--- src/rtl/game_fsm.sv ---
// rtl/game_fsm.sv - invaders game-flow controller: lives, waves, hit and wave-clear pauses
module game_fsm #(
  parameter int NUM_INVADERS = 10,
  parameter int NUM_ROWS     = 3,
  parameter int NUM_LIVES    = 3,
  parameter int NUM_WAVES    = 3,
  parameter int PAUSE_CYCLES = 65_000_000,
  localparam int LIVES_W     = $clog2(NUM_LIVES + 1),
  localparam int WAVE_W      = (NUM_WAVES > 1) ? $clog2(NUM_WAVES) : 1,
  localparam int CNT_W       = $clog2(PAUSE_CYCLES + 1)
) (
  input  logic                                   clk,
  input  logic                                   rst_n,
  input  logic                                   start,
  input  logic                                   player_hit,
  input  logic                                   invaders_landed,
  input  logic [NUM_ROWS-1:0][NUM_INVADERS-1:0]  alive,
  output logic [2:0]                             state,
  output logic [LIVES_W-1:0]                     lives,
  output logic [WAVE_W-1:0]                      wave,
  output logic                                   wave_start,
  output logic                                   player_respawn,
  output logic                                   freeze,
  output logic                                   game_won,
  output logic                                   game_lost
);

  localparam logic [2:0] ST_IDLE       = 3'd0;
  localparam logic [2:0] ST_PLAYING    = 3'd1;
  localparam logic [2:0] ST_HIT_PAUSE  = 3'd2;
  localparam logic [2:0] ST_WAVE_CLEAR = 3'd3;
  localparam logic [2:0] ST_WON        = 3'd4;
  localparam logic [2:0] ST_LOST       = 3'd5;

  localparam logic [LIVES_W-1:0] LIVES_FULL = LIVES_W'(NUM_LIVES);
  localparam logic [LIVES_W-1:0] LIVES_ONE  = LIVES_W'(1);
  localparam logic [WAVE_W-1:0]  WAVE_LAST  = WAVE_W'(NUM_WAVES - 1);
  localparam logic [WAVE_W-1:0]  WAVE_ONE   = WAVE_W'(1);
  localparam logic [CNT_W-1:0]   CNT_LOAD   = CNT_W'(PAUSE_CYCLES - 1);
  localparam logic [CNT_W-1:0]   CNT_ONE    = CNT_W'(1);

  logic [CNT_W-1:0]   cnt;
  logic               armed;
  logic               any_alive;

  logic [2:0]         state_n;
  logic [LIVES_W-1:0] lives_n;
  logic [WAVE_W-1:0]  wave_n;
  logic [CNT_W-1:0]   cnt_n;
  logic               armed_n;
  logic               wave_start_n;
  logic               player_respawn_n;

  assign any_alive = |alive;

  // Next-state, counters and respawn strobes; the first matching PLAYING rule wins.
  always_comb begin
    state_n          = state;
    lives_n          = lives;
    wave_n           = wave;
    cnt_n            = cnt;
    armed_n          = armed;
    wave_start_n     = 1'b0;
    player_respawn_n = 1'b0;

    case (state)
      ST_IDLE, ST_WON, ST_LOST: begin
        if (start) begin
          state_n          = ST_PLAYING;
          lives_n          = LIVES_FULL;
          wave_n           = '0;
          armed_n          = 1'b0;
          wave_start_n     = 1'b1;
          player_respawn_n = 1'b1;
        end
      end

      ST_PLAYING: begin
        if (invaders_landed) begin
          state_n = ST_LOST;
          lives_n = '0;
        end else if (player_hit && (lives <= LIVES_ONE)) begin
          // Last life lost; the <= also keeps lives from ever wrapping.
          state_n = ST_LOST;
          lives_n = '0;
        end else if (player_hit) begin
          state_n = ST_HIT_PAUSE;
          lives_n = lives - LIVES_ONE;
          cnt_n   = CNT_LOAD;
        end else if (armed && !any_alive) begin
          if (wave == WAVE_LAST) begin
            state_n = ST_WON;
          end else begin
            state_n = ST_WAVE_CLEAR;
            cnt_n   = CNT_LOAD;
          end
        end else if (any_alive) begin
          // The formation has been seen on screen, so a later empty mask is a real clear.
          armed_n = 1'b1;
        end
      end

      ST_HIT_PAUSE: begin
        if (cnt == '0) begin
          state_n          = ST_PLAYING;
          player_respawn_n = 1'b1;
        end else begin
          cnt_n = cnt - CNT_ONE;
        end
      end

      ST_WAVE_CLEAR: begin
        if (cnt == '0) begin
          state_n          = ST_PLAYING;
          armed_n          = 1'b0;
          wave_start_n     = 1'b1;
          player_respawn_n = 1'b1;
          if (wave != WAVE_LAST) begin
            wave_n = wave + WAVE_ONE;
          end
        end else begin
          cnt_n = cnt - CNT_ONE;
        end
      end

      default: begin
        state_n = ST_IDLE;
      end
    endcase
  end

  // State, counters and decoded outputs, all registered so no input reaches an output combinationally.
  always_ff @(posedge clk or negedge rst_n) begin
    if (!rst_n) begin
      state          <= ST_IDLE;
      lives          <= LIVES_FULL;
      wave           <= '0;
      cnt            <= '0;
      armed          <= 1'b0;
      wave_start     <= 1'b0;
      player_respawn <= 1'b0;
      freeze         <= 1'b1;
      game_won       <= 1'b0;
      game_lost      <= 1'b0;
    end else begin
      state          <= state_n;
      lives          <= lives_n;
      wave           <= wave_n;
      cnt            <= cnt_n;
      armed          <= armed_n;
      wave_start     <= wave_start_n;
      player_respawn <= player_respawn_n;
      freeze         <= (state_n != ST_PLAYING);
      game_won       <= (state_n == ST_WON);
      game_lost      <= (state_n == ST_LOST);
    end
  end

endmodule
--- config.mk ---
export PLATFORM = sky130hd
export DESIGN_NAME = game_fsm
export DESIGN_NICKNAME = d
export VERILOG_FILES = /design/src/rtl/game_fsm.sv
export SDC_FILE = /design/constraint.sdc
export NUM_CORES = 1
export LEC_CHECK = 0
export ABC_CLOCK_PERIOD_IN_PS = 3210
export BUFFER_PORTS_ARGS = -buffer_cell sky130_fd_sc_hd__buf_2
export CAP_MARGIN = 25
export CORE_MARGIN = 5
export CORE_UTILIZATION = 35
export DETAILED_ROUTE_END_ITERATION = 6
export HOLD_SLACK_MARGIN = 0.06
export PLACE_DENSITY = 0.63
export SYNTH_ARGS = -nofsm -noshare
export SYNTH_HDL_FRONTEND = slang
export SYNTH_SLANG_ARGS = --single-unit
--- constraint.sdc ---
create_clock -name clk -period 3.21 [get_ports clk]
set_input_delay 0.1605 -clock clk [delete_from_list [all_inputs] [get_ports clk]]
set_output_delay 0.1605 -clock clk [all_outputs]
set_load 0.03 [all_outputs]
# After elaboration in Yosys (flattened, before gate mapping)

Cells that the tools add are included.

Add/subtract/negate cells: 3
Order comparisons: 1
Equal/unequal tests: 22
Muxes and demuxes: 36
Reductions and logical operators: 16

Operators by type and width:

| kind                    | count |
|---|---|
| $mux W26                | 6 |
| $pmux W26 S2            | 1 |
| $reduce_or A30 Y1       | 1 |
| $logic_not A26 Y1       | 1 |
| $sub A26 B1 Y26 const B | 1 |
| $mux W3                 | 7 |
| $ne A2 B2 Y1 const B    | 10 |
| $mux W2                 | 7 |
| $eq A3 B3 Y1 const B    | 4 |
| $mux W1                 | 9 |
| $pmux W3 S3             | 1 |
| $pmux W2 S2             | 2 |
| $reduce_and A8 Y1       | 1 |
| $eq A3 B2 Y1 const B    | 2 |
| $ne A3 B3 Y1 const B    | 2 |
| $reduce_and A6 Y1       | 1 |
| $reduce_bool A2 Y1      | 3 |
| $ne A4 B4 Y1 const B    | 1 |
| $pmux W1 S2             | 2 |
| $reduce_and A4 Y1       | 1 |
| $eq A3 B1 Y1 const B    | 1 |
| $logic_not A3 Y1        | 1 |
| $ne A3 B1 Y1 const B    | 1 |
| $pmux W1 S3             | 1 |
| 10 further kinds        | 11 |

Bits in registers: 39
Bits of input ports: 35
Output and inout bits: 12
Logic and storage cells: 88

# Logic depth before layout (Yosys ltp)

Word-level depth: 9
Depth in mapped cells: 10

# Least setup slack after synthesis

No wires, ideal clock.

Path type: reg2reg
Start: register state[1]
End: register cnt[12]
Setup time: 0.069 ns
Arrival time: 2.261 ns
Data required time: 3.141 ns
Setup slack: 0.880 ns
Stages on the path, launching flop included: 8
Buffers on the path: 2
Period minus slack after synthesis: 2.330 ns
Path through: dfrtp_1 -> buf_2 -> or4b_1 -> or2_2 -> clkbuf_1 -> nor2_1 -> or4b_1 -> nand3_1

Word-level cells in the longest chain between the ends: 4
Elaborated cells on any way between the ends: 12
Classes of those cells: 8 x eq/ne; 1 x mux; 3 x reduce/logical

RTL lines:

| what                                                                       | line | text |
|---|---|---|
| start: declaration                                                         | 18   | `output logic [2:0] state,` |
| start signal: assignment                                                   | 146  | `state <= state_n;` |
| $eq A3 B2 Y1                                                               | 66   | `case (state)` |
| $reduce_or A2 Y1 (no source line)                                          | --   |  |
| $ne A2 B2 Y1 (no source line) / $reduce_bool A2 Y1 (equally long branches) | --   |  |
| $reduce_and A6 Y1 (no source line)                                         | --   |  |
| end signal: assignment                                                     | 149  | `cnt <= cnt_n;` |
| end: declaration                                                           | 42   | `logic [CNT_W-1:0] cnt;` |

Parallel ways exist; a longest one is shown, timed or not.
A chain may end at the register's enable or synchronous reset.

# Worst setup path after layout

Start: register lives[1]
End: register freeze

Word-level cells in the longest chain between the ends: 6

RTL lines:

| what                     | line | text |
|---|---|---|
| start: declaration       | 19   | `output logic [LIVES_W-1:0] lives,` |
| start signal: assignment | 147  | `lives <= lives_n;` |
| $le A2 B1 Y1             | 82   | `end else if (player_hit && (lives <= LIVES_ONE)) begin` |
| $logic_and A1 B1 Y1      | 82   |  |
| $mux W3                  | 82   |  |
| $mux W3                  | 79   | `if (invaders_landed) begin` |
| $pmux W3 S3              | 66   |  |
| $ne A3 B1 Y1             | 153  | `freeze <= (state_n != ST_PLAYING);` |
| end signal: assignment   | 153  |  |
| end: declaration         | 23   | `output logic freeze,` |

No other way between the ends.

==> flow_summary.toml <==
[cells_and_area]
diodes = 0
layout.cells.non_filler = 368
syn2layout_area_growth_pct = 15.5
nNetsFinal = 328
final_area_um2 = 2680
final_common_cell = "buf_2"
final_cell_mix = "46 x buf_2, 36 x dfrtp_1, 20 x nand2_1, 17 x nor2_1, 14 x a21oi_1"
fillers = 630
post-route-util_pct = 42.0
drive_gt1_share_pct = 24.7

[route]
drtAntennaViolNets = 0
wl_per_cell_um = 14.5
top_layer_used = "met4"
viasPerCell = 5.42
num_vias = 1996
drtIter0Drc = 128
wl_um = 5330
met3_length_um = 314
met1Wirelength_um = 2590
routed-wl-met2_um = 2350
detail_route.first_pass.iterations = 4
remaining_drc_errors = 0

[timing]
tightest_slew_ps = 864
fin_crit_ps = 2560
hold_viol = 0
slew-limit-headroom_pct = 42.4
slew_viol_final = 0
rsz0062_at_grt = "false"
min_period_over_period_pct = 79.7
fin_setup_tns_ps = 0
fin_skew_ps = 5.46
finalSetupViolCount = 0
setup_slack_ps = 651
clock.fmax_mhz = 391

[hold_path]
worstHoldStart = "invaders_landed"
hold_class = "in -> reg"
holdPathEnd = "armed$_DFFE_PN0P_"
hold_depth = 4

[synth]
syn_area_um2 = 2320
synth_top_area_share_pct = 38.8
synth_xor_area_share_pct = 3.77
synthCells = 247
synth_fa_ha_area_share_pct = 1.62
yosys_warnings = 0
synthFlopType = "dfrtp_1"
async_flop_share_pct = 100
synth-simple-area-share_pct = 30.5
synthTopCellsByArea = "dfrtp_1 39%, or4_1 3.9%, dfstp_2 3.4%, nand2_1 3.2%, a21oi_1 3.0%"
synth_mux_area_share_pct = 1.73
synth_edf_count = 0
synth_cell_types = 51
yosysTopAreaCell = "dfrtp_1"
syn-num-nets = 285
seq_area_frac_synth_pct = 42.2
synth_top_family_by_area = "simple AND/OR/NAND/NOR gates"
ys_ff_latch = 39
avgSynthCellArea_um2 = 9.40
synth_compound_area_share_pct = 15.4

[critical_path]
r2r_slack_ps = 650
cp_slowest_cell = "a2111oi_0"
crit_chain = "inv_1 -> ha_1 -> nand2b_1 -> a2111oi_0 -> and4_1 -> nor2_1 -> buf_4 -> nand4_1"
r2r_start = "lives[1]$_DFFE_PN1P_"
worstSetupPathType = "reg -> reg"
critPathArrivalTime_ps = 2780
slowest_delay_ps = 760
cp.required_ps = 3430
path_buf_inv = 2
worstReg2RegEnd = "freeze$_DFF_PN1_"
cpLargestDelayFamily = "simple AND/OR/NAND/NOR gates"
r2r_cells = 8
crit_path_end_kind = "flip-flop"
worstPathMaxFanout = 15
start_kind = "flip-flop"

[clocking]
cts_root_buf = "clkbuf_8"
cts_max_path_buffers = 2
clock_latency_ps = 290
clock_sinks = 39
cts_tree = "built"
cts.htree.levels = 2
cts_resized = 0
cts_made_buffers = 5
clk_pin_slew_worst_paths_ps = 70

[global_routing]
antenna_found_initial = 0
grt_pass1_wl_um = 9320
grt_overflow = 0
grt_max_degree = 40
first_global_vias = 2010
grt_use_total_pct = 13.4

[pwr]
p_leak_nw = 1.02
ir_worst_vdd_uv = 323
power-per-cell-area_nw_per_um2 = 586

[floorplanning]
fp.dieW_um = 91.4
fp.dieArea_um2 = 8360
pin_count = 47
initial_core_util_pct = 36.3
rows = 29
die_y_um = 91.4
core-area_um2 = 6390

[flow_run]
drv_cap = 0

[placement]
gp_congestion = 0.781
port_buffers = 46
place_area_um2 = 2590
numPlacedInstances = 359
dp_hpwl_um = 3970
place_ws_ps = 710

[run_status]
outcome = "complete, no violations"
metrics by stage:
stage	power (mW)	hold WS [ps]
floorplan	1.09	-135
global placement	1.26	315
detailed placement	1.26	332
CTS	1.59	246
global route	1.69	303
finish	1.57	264
worst max-delay path by stage:
stage / startpoint / cells past startpoint / to / slack [ps]
6_report: lives[1]$_DFFE_PN1P_ / 8 / freeze$_DFF_PN1_ / 650
5_1_grt: cnt[0]$_DFFE_PN0P_ / 8 / cnt[4]$_DFFE_PN0P_ / 510
4_1_cts: cnt[10]$_DFFE_PN0P_ / 5 / cnt[4]$_DFFE_PN0P_ / 690
3_5_place_dp: cnt[10]$_DFFE_PN0P_ / 5 / cnt[4]$_DFFE_PN0P_ / 710
3_3_place_gp: lives[1]$_DFFE_PN1P_ / 8 / freeze$_DFF_PN1_ / 740
2_1_floorplan: state[1]$_DFF_PN0_ / 7 / cnt[12]$_DFFE_PN0P_ / 880
routing by layer:
metal	vias to the layer above	track usage, %
met5	-	0
met4	0	4.77
met3	8	2.89
met2	57	19.6
met1	913	19.4
li1	1018	-
power breakdown:
| part | leakage (nW) | internal [mW] | total [mW] | switching (mW) |
|---|---|---|---|---|
| clock network | 0.0422 | 0.152 | 0.317 | 0.165 |
| registers | 0.429 | 0.600 | 0.692 | 0.0914 |
| logic | 0.552 | 0.198 | 0.562 | 0.364 |
| total | 1.02 | 0.951 | 1.57 | 0.621 |
worst reg2reg max path: stages, from the launching register on:
cell and delay, ps:
dfstp_2 550, inv_1 40, ha_1 160, nand2b_1 150
a2111oi_0 760, and4_1 360, nor2_1 120, buf_4 210
nand4_1 130
cell families (layout without fill, tap and decap cells):
family                   count (synthesis)  count (layout)
AO/OA/AOI/OAI                           50              50
XOR/XNOR                                10              10
adder cells (fa/ha/maj)                  3               3
buffers and inverters                   22              66
flip-flops                              39              39
multiplexers                             4               4
AND/OR/NAND/NOR                        119             119
synthesized netlist by cell type, types with 2 or more instances:
library cell / number
dfrtp_1: 36
nand2_1: 20
nor2_1: 17
a21oi_1: 14
or4_1: 12
nor4_1: 11
inv_1: 8
nand3_1: 8
nor3_1: 7
or3_1: 7
xnor2_1: 7
nand4_1: 6
clkbuf_1: 5
o21ai_0: 5
o41ai_1: 5
or2_2: 5
a2111oi_2: 4
and3_1: 4
mux2i_1: 4
nand2b_1: 4
o211ai_1: 4
a31oi_1: 3
buf_2: 3
dfstp_2: 3
ha_1: 3
nor2b_1: 3
o21ai_1: 3
or4b_1: 3
xor2_1: 3
a2111oi_0: 2
a2bb2oi_1: 2
and4_1: 2
buf_4: 2
buf_6: 2
o21a_1: 2
o31ai_1: 2
or4_4: 2
timing repair:
item | 4_1_cts | 5_1_grt
setup buffers | 0 | 0
hold buffers | 1 | 0
endpoints found under the hold margin | 36 | 0
cell type report:
class                   instances  area (µm²)  share of cell area [%]
well taps                      77        96.3                    3.59
clock buffers                   7        76.3                    2.85
repair buffers                 50         263                    9.80
inverters                       8        30.0                    1.12
clock inverters                 1        5.00                   0.187
flip-flops and latches         39         980                    36.5
multi-input cells             186        1230                    45.9
registers in the layout, summed over array words and instances (netlist names):
register,cells
cnt,26
state,3
lives,2
wave,2
armed,1
freeze,1
game_lost,1
game_won,1
player_respawn,1
wave_start,1
No activity file was read; power rests on OpenSTA's default activity.
